===== config.mk =====
export PLATFORM = sky130hd
export DESIGN_NAME = job_initiator
export DESIGN_NICKNAME = d
export VERILOG_FILES = /design/src/rtl/job_initiator.sv
export SDC_FILE = /design/constraint.sdc
export NUM_CORES = 1
export LEC_CHECK = 0
export ABC_AREA = 1
export CORE_MARGIN = 2
export CORE_UTILIZATION = 40
export CTS_CLUSTER_SIZE = 40
export DETAILED_ROUTE_END_ITERATION = 16
export HOLD_SLACK_MARGIN = 0.12
export PLACE_DENSITY = 0.71
export SYNTH_ARGS = -nofsm -noshare
export SYNTH_HDL_FRONTEND = slang
export SYNTH_SLANG_ARGS = --single-unit

===== constraint.sdc =====
create_clock -name clk -period 1.8 [get_ports clk]
set_input_delay 0.27 -clock clk [delete_from_list [all_inputs] [get_ports clk]]
set_output_delay 0.27 -clock clk [all_outputs]
set_load 0.01 [all_outputs]

===== src/rtl/job_initiator.sv =====
// job_initiator: host-side initiator for the start / data_valid / done job
// handshake. Takes one byte from the host, pushes it to the responder, waits
// for completion, retries on error or timeout, and reports a single result.
module job_initiator #(
  parameter int                 DATA_W    = 8,
  parameter int                 TIMEOUT   = 16,
  parameter int                 MAX_RETRY = 2,
  parameter logic [DATA_W-1:0]  OK_CODE   = 8'hAA,
  parameter logic [DATA_W-1:0]  ERR_CODE  = 8'hEE
) (
  input  logic              clk,
  input  logic              reset_n,
  input  logic              req_valid,
  input  logic [DATA_W-1:0] req_data,
  output logic              req_ready,
  output logic              tgt_start,
  output logic              tgt_data_valid,
  output logic [DATA_W-1:0] tgt_data,
  input  logic              tgt_ready,
  input  logic              tgt_done,
  input  logic [DATA_W-1:0] tgt_result,
  output logic              res_valid,
  output logic [1:0]        res_status,
  output logic [DATA_W-1:0] res_data,
  output logic [1:0]        res_retries,
  output logic              busy
);

  localparam int TW = $clog2(TIMEOUT);
  localparam logic [TW-1:0] TMR_LAST = TW'(TIMEOUT - 1);
  localparam logic [1:0]    RETRY_MAX = 2'(MAX_RETRY);

  localparam logic [2:0] S_IDLE   = 3'd0;
  localparam logic [2:0] S_WRDY   = 3'd1;
  localparam logic [2:0] S_START  = 3'd2;
  localparam logic [2:0] S_DATA   = 3'd3;
  localparam logic [2:0] S_WDONE  = 3'd4;
  localparam logic [2:0] S_REPORT = 3'd5;

  localparam logic [1:0] ST_OK  = 2'b00;
  localparam logic [1:0] ST_BAD = 2'b01;
  localparam logic [1:0] ST_ERR = 2'b10;
  localparam logic [1:0] ST_TMO = 2'b11;

  logic [2:0]        state, state_nxt;
  logic [TW-1:0]     tmr;
  logic [1:0]        retry;
  logic [DATA_W-1:0] hold;
  logic              tmr_clr, retry_inc, fin, tmo, can_retry, accept;
  logic [1:0]        fin_status, fail_status;

  assign tmo       = (tmr == TMR_LAST);
  assign can_retry = (retry < RETRY_MAX);
  assign accept    = (state == S_IDLE) && req_valid;
  // done wins over the error pattern; the error pattern wins over timeout
  assign fail_status = (tgt_result == ERR_CODE) ? ST_ERR : ST_TMO;

  // next-state decode plus the one-cycle control strobes for the datapath
  always_comb begin
    state_nxt  = state;
    tmr_clr    = 1'b0;
    retry_inc  = 1'b0;
    fin        = 1'b0;
    fin_status = ST_OK;
    case (state)
      S_IDLE: begin
        if (req_valid) begin
          state_nxt = S_WRDY;
          tmr_clr   = 1'b1;
        end
      end
      S_WRDY: begin
        if (tgt_ready) begin
          state_nxt = S_START;
        end else if (tmo) begin
          if (can_retry) begin
            // re-entering WAIT_RDY still restarts the per-attempt timer
            retry_inc = 1'b1;
            tmr_clr   = 1'b1;
          end else begin
            fin        = 1'b1;
            fin_status = ST_TMO;
            state_nxt  = S_REPORT;
          end
        end
      end
      S_START: state_nxt = S_DATA;
      S_DATA: begin
        state_nxt = S_WDONE;
        tmr_clr   = 1'b1;
      end
      S_WDONE: begin
        if (tgt_done) begin
          fin        = 1'b1;
          fin_status = (tgt_result == OK_CODE) ? ST_OK : ST_BAD;
          state_nxt  = S_REPORT;
        end else if ((tgt_result == ERR_CODE) || tmo) begin
          if (can_retry) begin
            retry_inc = 1'b1;
            tmr_clr   = 1'b1;
            state_nxt = S_WRDY;
          end else begin
            fin        = 1'b1;
            fin_status = fail_status;
            state_nxt  = S_REPORT;
          end
        end
      end
      S_REPORT: state_nxt = S_IDLE;
      default:  state_nxt = S_IDLE;
    endcase
  end

  // state register and saturating per-attempt timer
  always_ff @(posedge clk or negedge reset_n) begin
    if (!reset_n) begin
      state <= S_IDLE;
      tmr   <= '0;
    end else begin
      state <= state_nxt;
      if (tmr_clr)
        tmr <= '0;
      else if (tmr != TMR_LAST)
        tmr <= tmr + TW'(1);
    end
  end

  // request hold, retry count and the result registers captured into REPORT
  always_ff @(posedge clk or negedge reset_n) begin
    if (!reset_n) begin
      hold        <= '0;
      retry       <= '0;
      res_status  <= ST_OK;
      res_data    <= '0;
      res_retries <= '0;
    end else begin
      if (accept) begin
        hold  <= req_data;
        retry <= '0;
      end else if (retry_inc) begin
        retry <= retry + 2'd1;
      end
      if (fin) begin
        res_status  <= fin_status;
        res_data    <= tgt_result;
        res_retries <= retry;
      end
    end
  end

  assign req_ready      = (state == S_IDLE);
  assign busy           = (state != S_IDLE);
  assign tgt_start      = (state == S_START);
  assign tgt_data_valid = (state == S_DATA);
  assign res_valid      = (state == S_REPORT);
  // byte is presented from START until the attempt leaves WAIT_DONE
  assign tgt_data = ((state == S_START) || (state == S_DATA) || (state == S_WDONE))
                    ? hold : '0;

endmodule


## Word level (Yosys, flattened, before mapping)

Cells that the tools add are included.

| word-level totals | value |
|---|---|
| register bits after elaboration | 29 |
| output and inout bits | 25 |
| bits of input ports | 21 |

| cells by class | value |
|---|---|
| eq/ne operators | 13 |
| mux-type cells | 36 |
| add/subtract/negate cells | 2 |
| magnitude comparators | 1 |
| reduce and logical (&&, ||, !) cells | 9 |

Operator list:

| operator | count |
|---|---|
| $mux 3 | 7 |
| $eq 8x8->1 const B | 2 |
| $mux 2 | 8 |
| $pmux 3 s5 | 1 |
| $mux 1 | 13 |
| $ne 3x3->1 const B | 3 |
| $mux 4 | 2 |
| $mux 8 | 1 |
| $eq 3x2->1 const B | 2 |
| $eq 3x3->1 const B | 2 |
| $add 4x1->4 const B | 1 |
| $eq 4x4->1 const B | 1 |
| $ne 4x4->1 const B | 1 |
| $pmux 1 s2 | 2 |
| $pmux 1 s4 | 1 |
| $pmux 2 s2 | 1 |
| $reduce_and 4->1 | 1 |
| $reduce_bool 2->1 | 2 |
| $eq 3x1->1 const B | 1 |
| $logic_not 3->1 | 1 |
| $logic_or 1x1->1 | 3 |
| $reduce_bool 3->1 | 1 |
| $add 2x1->2 const B | 1 |
| $lt 2x2->1 const B | 1 |
| 2 further kinds | 2 |

## Longest topological paths before layout

| logic depth | value |
|---|---|
| word-level depth | 7 |
| mapped depth | 9 |
| depth with buffers taken out | 9 |

## Least setup slack after synthesis

No wires, ideal clock.

| path | value |
|---|---|
| path type | register to output |
| start | reg state[0] |
| end | out tgt_data[0] |
| cell stages (with the launch flop) | 6 |
| buffers on the path | 0 |
| required time | 1.530 ns |
| data arrival time | 1.083 ns |
| slack | 0.447 ns |
| cell sequence | dfrtp_1 > nor2_4 > nand2_2 > inv_2 > a21oi_1 > nor2_1 |

| on the way | value |
|---|---|
| word-level cells in the longest chain between the ends | 4 |
| elaborated cells on any way between the ends | 6 |
| those cells by class | 3 x eq/ne; 1 x mux; 2 x reduce/logical |

Ends and longest elaborated chain:

| item | RTL line | RTL |
|---|---|---|
| start: declaration | 45 | `logic [2:0] state, state_nxt;` |
| start signal: assignment | 120 | `state <= state_nxt;` |
| $eq 3x2->1 | 157 | `assign tgt_data = ((state == S_START) \|\| (state == S_DATA) \|\| (state == S_WDONE))` |
| $logic_or 1x1->1 | 157 |  |
| $logic_or 1x1->1 * | 157 |  |
| $mux 8 * | 158 | `? hold : '0;` |
| end: declaration | 18 | `output logic [DATA_W-1:0] tgt_data,` |

Mark *: on every way between the ends. The rest lies on a longest branch, timed or not.

## Worst setup path after layout

| path | value |
|---|---|
| start | reg state[1] |
| end | out tgt_data[5] |

Same word-level chain as after synthesis.

==> run summary <==
Global-route wire length before repair - 5.46 mm
Crit-path max cell delay - 0.42 ns
Final period util - 0.956
Synthesized area per cell - 7.96 µm²
Slew @ Worst Pin - 0.368 ns
Slew Limit Fails - 0
Vert. Die Dim - 65.7 µm
Worst-path clk slew - 0.06 ns
Nets - 270
Setup Skew - 0.00440 ns
Fin crit period - 1.72 ns
Routed Antenna Nets - 0
Initial Util - 0.415
Final setup TNS - 0 ns
Row count - 22
Num CTS Buffers - 5
Final hold violations - 0
Max-cap violation count - 0
Clock latency on the worst-skew pair - 0.29 ns
Area grow syn2layout - 41.6%
Fillers - 339
RSZ-0062 raised after global routing - false
Total Routing Usage GR - 0.170
Pwr Total - 3290 µW
Net Count, Synth - 213
Share of layout cells above drive strength 1 - 0.141
Die area - 0.00431 mm²
CP max FO - 8
Initial antenna violation count - 0
Worst EP arrival - 1.45 ns
CTS Hold Bufs - 0
DRT iter0 DRCs - 117
Max Buffers Root-to-Sink - 2
Critical path required time - 1.53 ns
Leakage power - 0.00113 µW
Core Area - 0.00366 mm²
Post-Synthesis Cells - 191
Detail Placement HPWL - 2.36 mm
Clock root buffer - clkbuf_8
Vias in the first global route - 1213
GPL Wtd Cong - 0.830
Port buffer count - 45
DRC violations left - 0
Crit end category - primary output
Drt total wl - 3.13 mm
Initial DRT Pass Iterations - 4
Post-synth cell types - 25
Yosys warns - 0
Critical path cell sequence - nor2_4, nand2_2, inv_2, a21oi_4, nor2_1, dlygate4sd2_1
Power Density - 1530 mW/mm²
Hold/Removal Path Class - in2async
Num ports - 46
# setup viols final - 0
Largest net degree at the start of global routing - 30
Clock sinks - 29
Gr ovfl total - 0
Sequential area share after synthesis - 0.477
DR vias - 1373
Die W - 65.7 µm
Relative slew slack - 0.755
Crit path kind - reg2out
Status - complete, no violations
Fmax - 0.581 GHz
CP Launch Type - register
CTS tree - built
Final hold slack - 0.369 ns
Peak VDD IR - 0.000730 V
Register bit total from synthesis - 29
Ant diodes - 0
Slowest-stage cell, CP - dfrtp_2
Syn Std Cell Area - 0.00152 mm²
Fin util - 0.588
CTS HTree Levels - 2
Via-to-Cell Ratio - 4.64
Routed len/inst - 10.6 µm
final cells by class:
type | count | area, µm² | area share
flip-flops and latches | 29 | 727 | 0.338
multi-input cells | 130 | 666 | 0.309
repair buffers | 54 | 508 | 0.236
inverters | 28 | 105 | 0.0488
clock buffers | 7 | 86.3 | 0.0401
well taps | 48 | 60.1 | 0.0279
state kept, by name, indices dropped and copies added (netlist names):
signal,count
hold,8
res_data,8
tmr,4
state,3
res_retries,2
res_status,2
retry,2
Yosys cell counts:
cell / count / area, µm²
buf_4: 1 / 7.51
dfrtp_1: 29 / 726
inv_1: 23 / 86.3
o21bai_1: 2 / 15.0
nand3_2: 3 / 30.0
mux2_2: 1 / 11.3
nand3_1: 21 / 105
nor2_4: 3 / 33.8
o21ai_0: 6 / 30.0
nand2_4: 2 / 22.5
nand4_1: 2 / 12.5
o22ai_1: 1 / 6.26
nand3b_1: 1 / 7.51
nor3_1: 3 / 15.0
a21oi_1: 9 / 45.0
nand3_4: 1 / 17.5
inv_2: 5 / 18.8
buf_6: 2 / 22.5
nor2_1: 27 / 101
buf_2: 1 / 5.00
or2_2: 1 / 6.26
nand2_2: 2 / 12.5
nand2_1: 43 / 161
xnor2_1: 1 / 8.76
ha_1: 1 / 12.5
worst max-delay path, delay by kind of cell, from the launching register on:
kind | cells | cell delay, ns
AOI/OAI and AO/OA | 1 | 0.22
DFF | 1 | 0.42
buffers and inverters | 2 | 0.33
and+or+nand+nor | 3 | 0.20
cell families after synthesis:
logic type | count (synthesis) | share of synthesized area
AOI/OAI and AO/OA | 18 | 0.0634
xor gates and xnor gates | 1 | 0.00576
adders and majority gates | 1 | 0.00823
buffers and inverters | 32 | 0.0922
DFF | 29 | 0.477
muxes | 1 | 0.00741
and+or+nand+nor | 109 | 0.346
per-stage QoR:
step	setup WS [ns]	std cells	instance area, µm²
6_report	0.0786	296	2150
5_1_grt	0.00121	296	2150
4_1_cts	0.0503	296	2150
3_5_place_dp	-0.159	289	2060
3_3_place_gp	-0.114	289	2060
2_1_floorplan	0.447	191	1520
repair_timing:
| item | 4_1_cts | 5_1_grt |
|---|---|---|
| setup endpoints to repair | 13 | 5 |
| resized for setup | 16 | 5 |
| cloned | 0 | 0 |
| setup buffers | 0 | 0 |
placed cells by master, fill, tap and decap left out, types with 2 or more instances in the layout:
master           netlist  routed
o21bai_1               2       2
nand3_2                3       3
clkbuf_8               0       6
nand3_1               21      21
nand2_4                2       2
nand2_2                2       2
clkdlybuf4s50_1        0      32
nor3_1                 3       3
inv_1                 23      23
nor2_1                27      27
inv_2                  5       5
buf_4                  1       9
o21ai_0                6       6
a21oi_1                9       8
clkdlybuf4s15_1        0       5
nor2_4                 3       3
nand4_1                2       2
nand2_1               43      43
dlygate4sd2_1          0       8
dfrtp_1               29      28
final timing paths:
kind                                       to     startpoint  slack (ns)  depth (start not counted)
worst max-delay path              tgt_data[5]       state[1]        0.08                          6
worst min-delay path            res_status[1]        reset_n        0.37                          2
worst max register to register    res_data[1]         tmr[0]        0.25                          7
worst min register to register  res_status[0]  res_status[0]        0.50                          2
max in group asynchronous            state[1]        reset_n        1.13                          2
min in group clk                res_status[0]  res_status[0]        0.50                          2
power breakdown:
| group | total (µW) | switching [µW] | internal, µW |
|---|---|---|---|
| Clock | 536 | 234 | 302 |
| Combinational | 1630 | 815 | 817 |
| Sequential | 1120 | 179 | 941 |
| Total | 3290 | 1230 | 2060 |
per-layer routing:
layer,part of all wire,vias to the layer above,global-route usage
li1,-,713,-
met1,0.47,619,0.217
met2,0.44,39,0.256
met3,0.076,2,0.0771
met4,0.0086,0,0.0547
met5,0,-,0
Note: power is estimated with default switching activity, not from simulation.
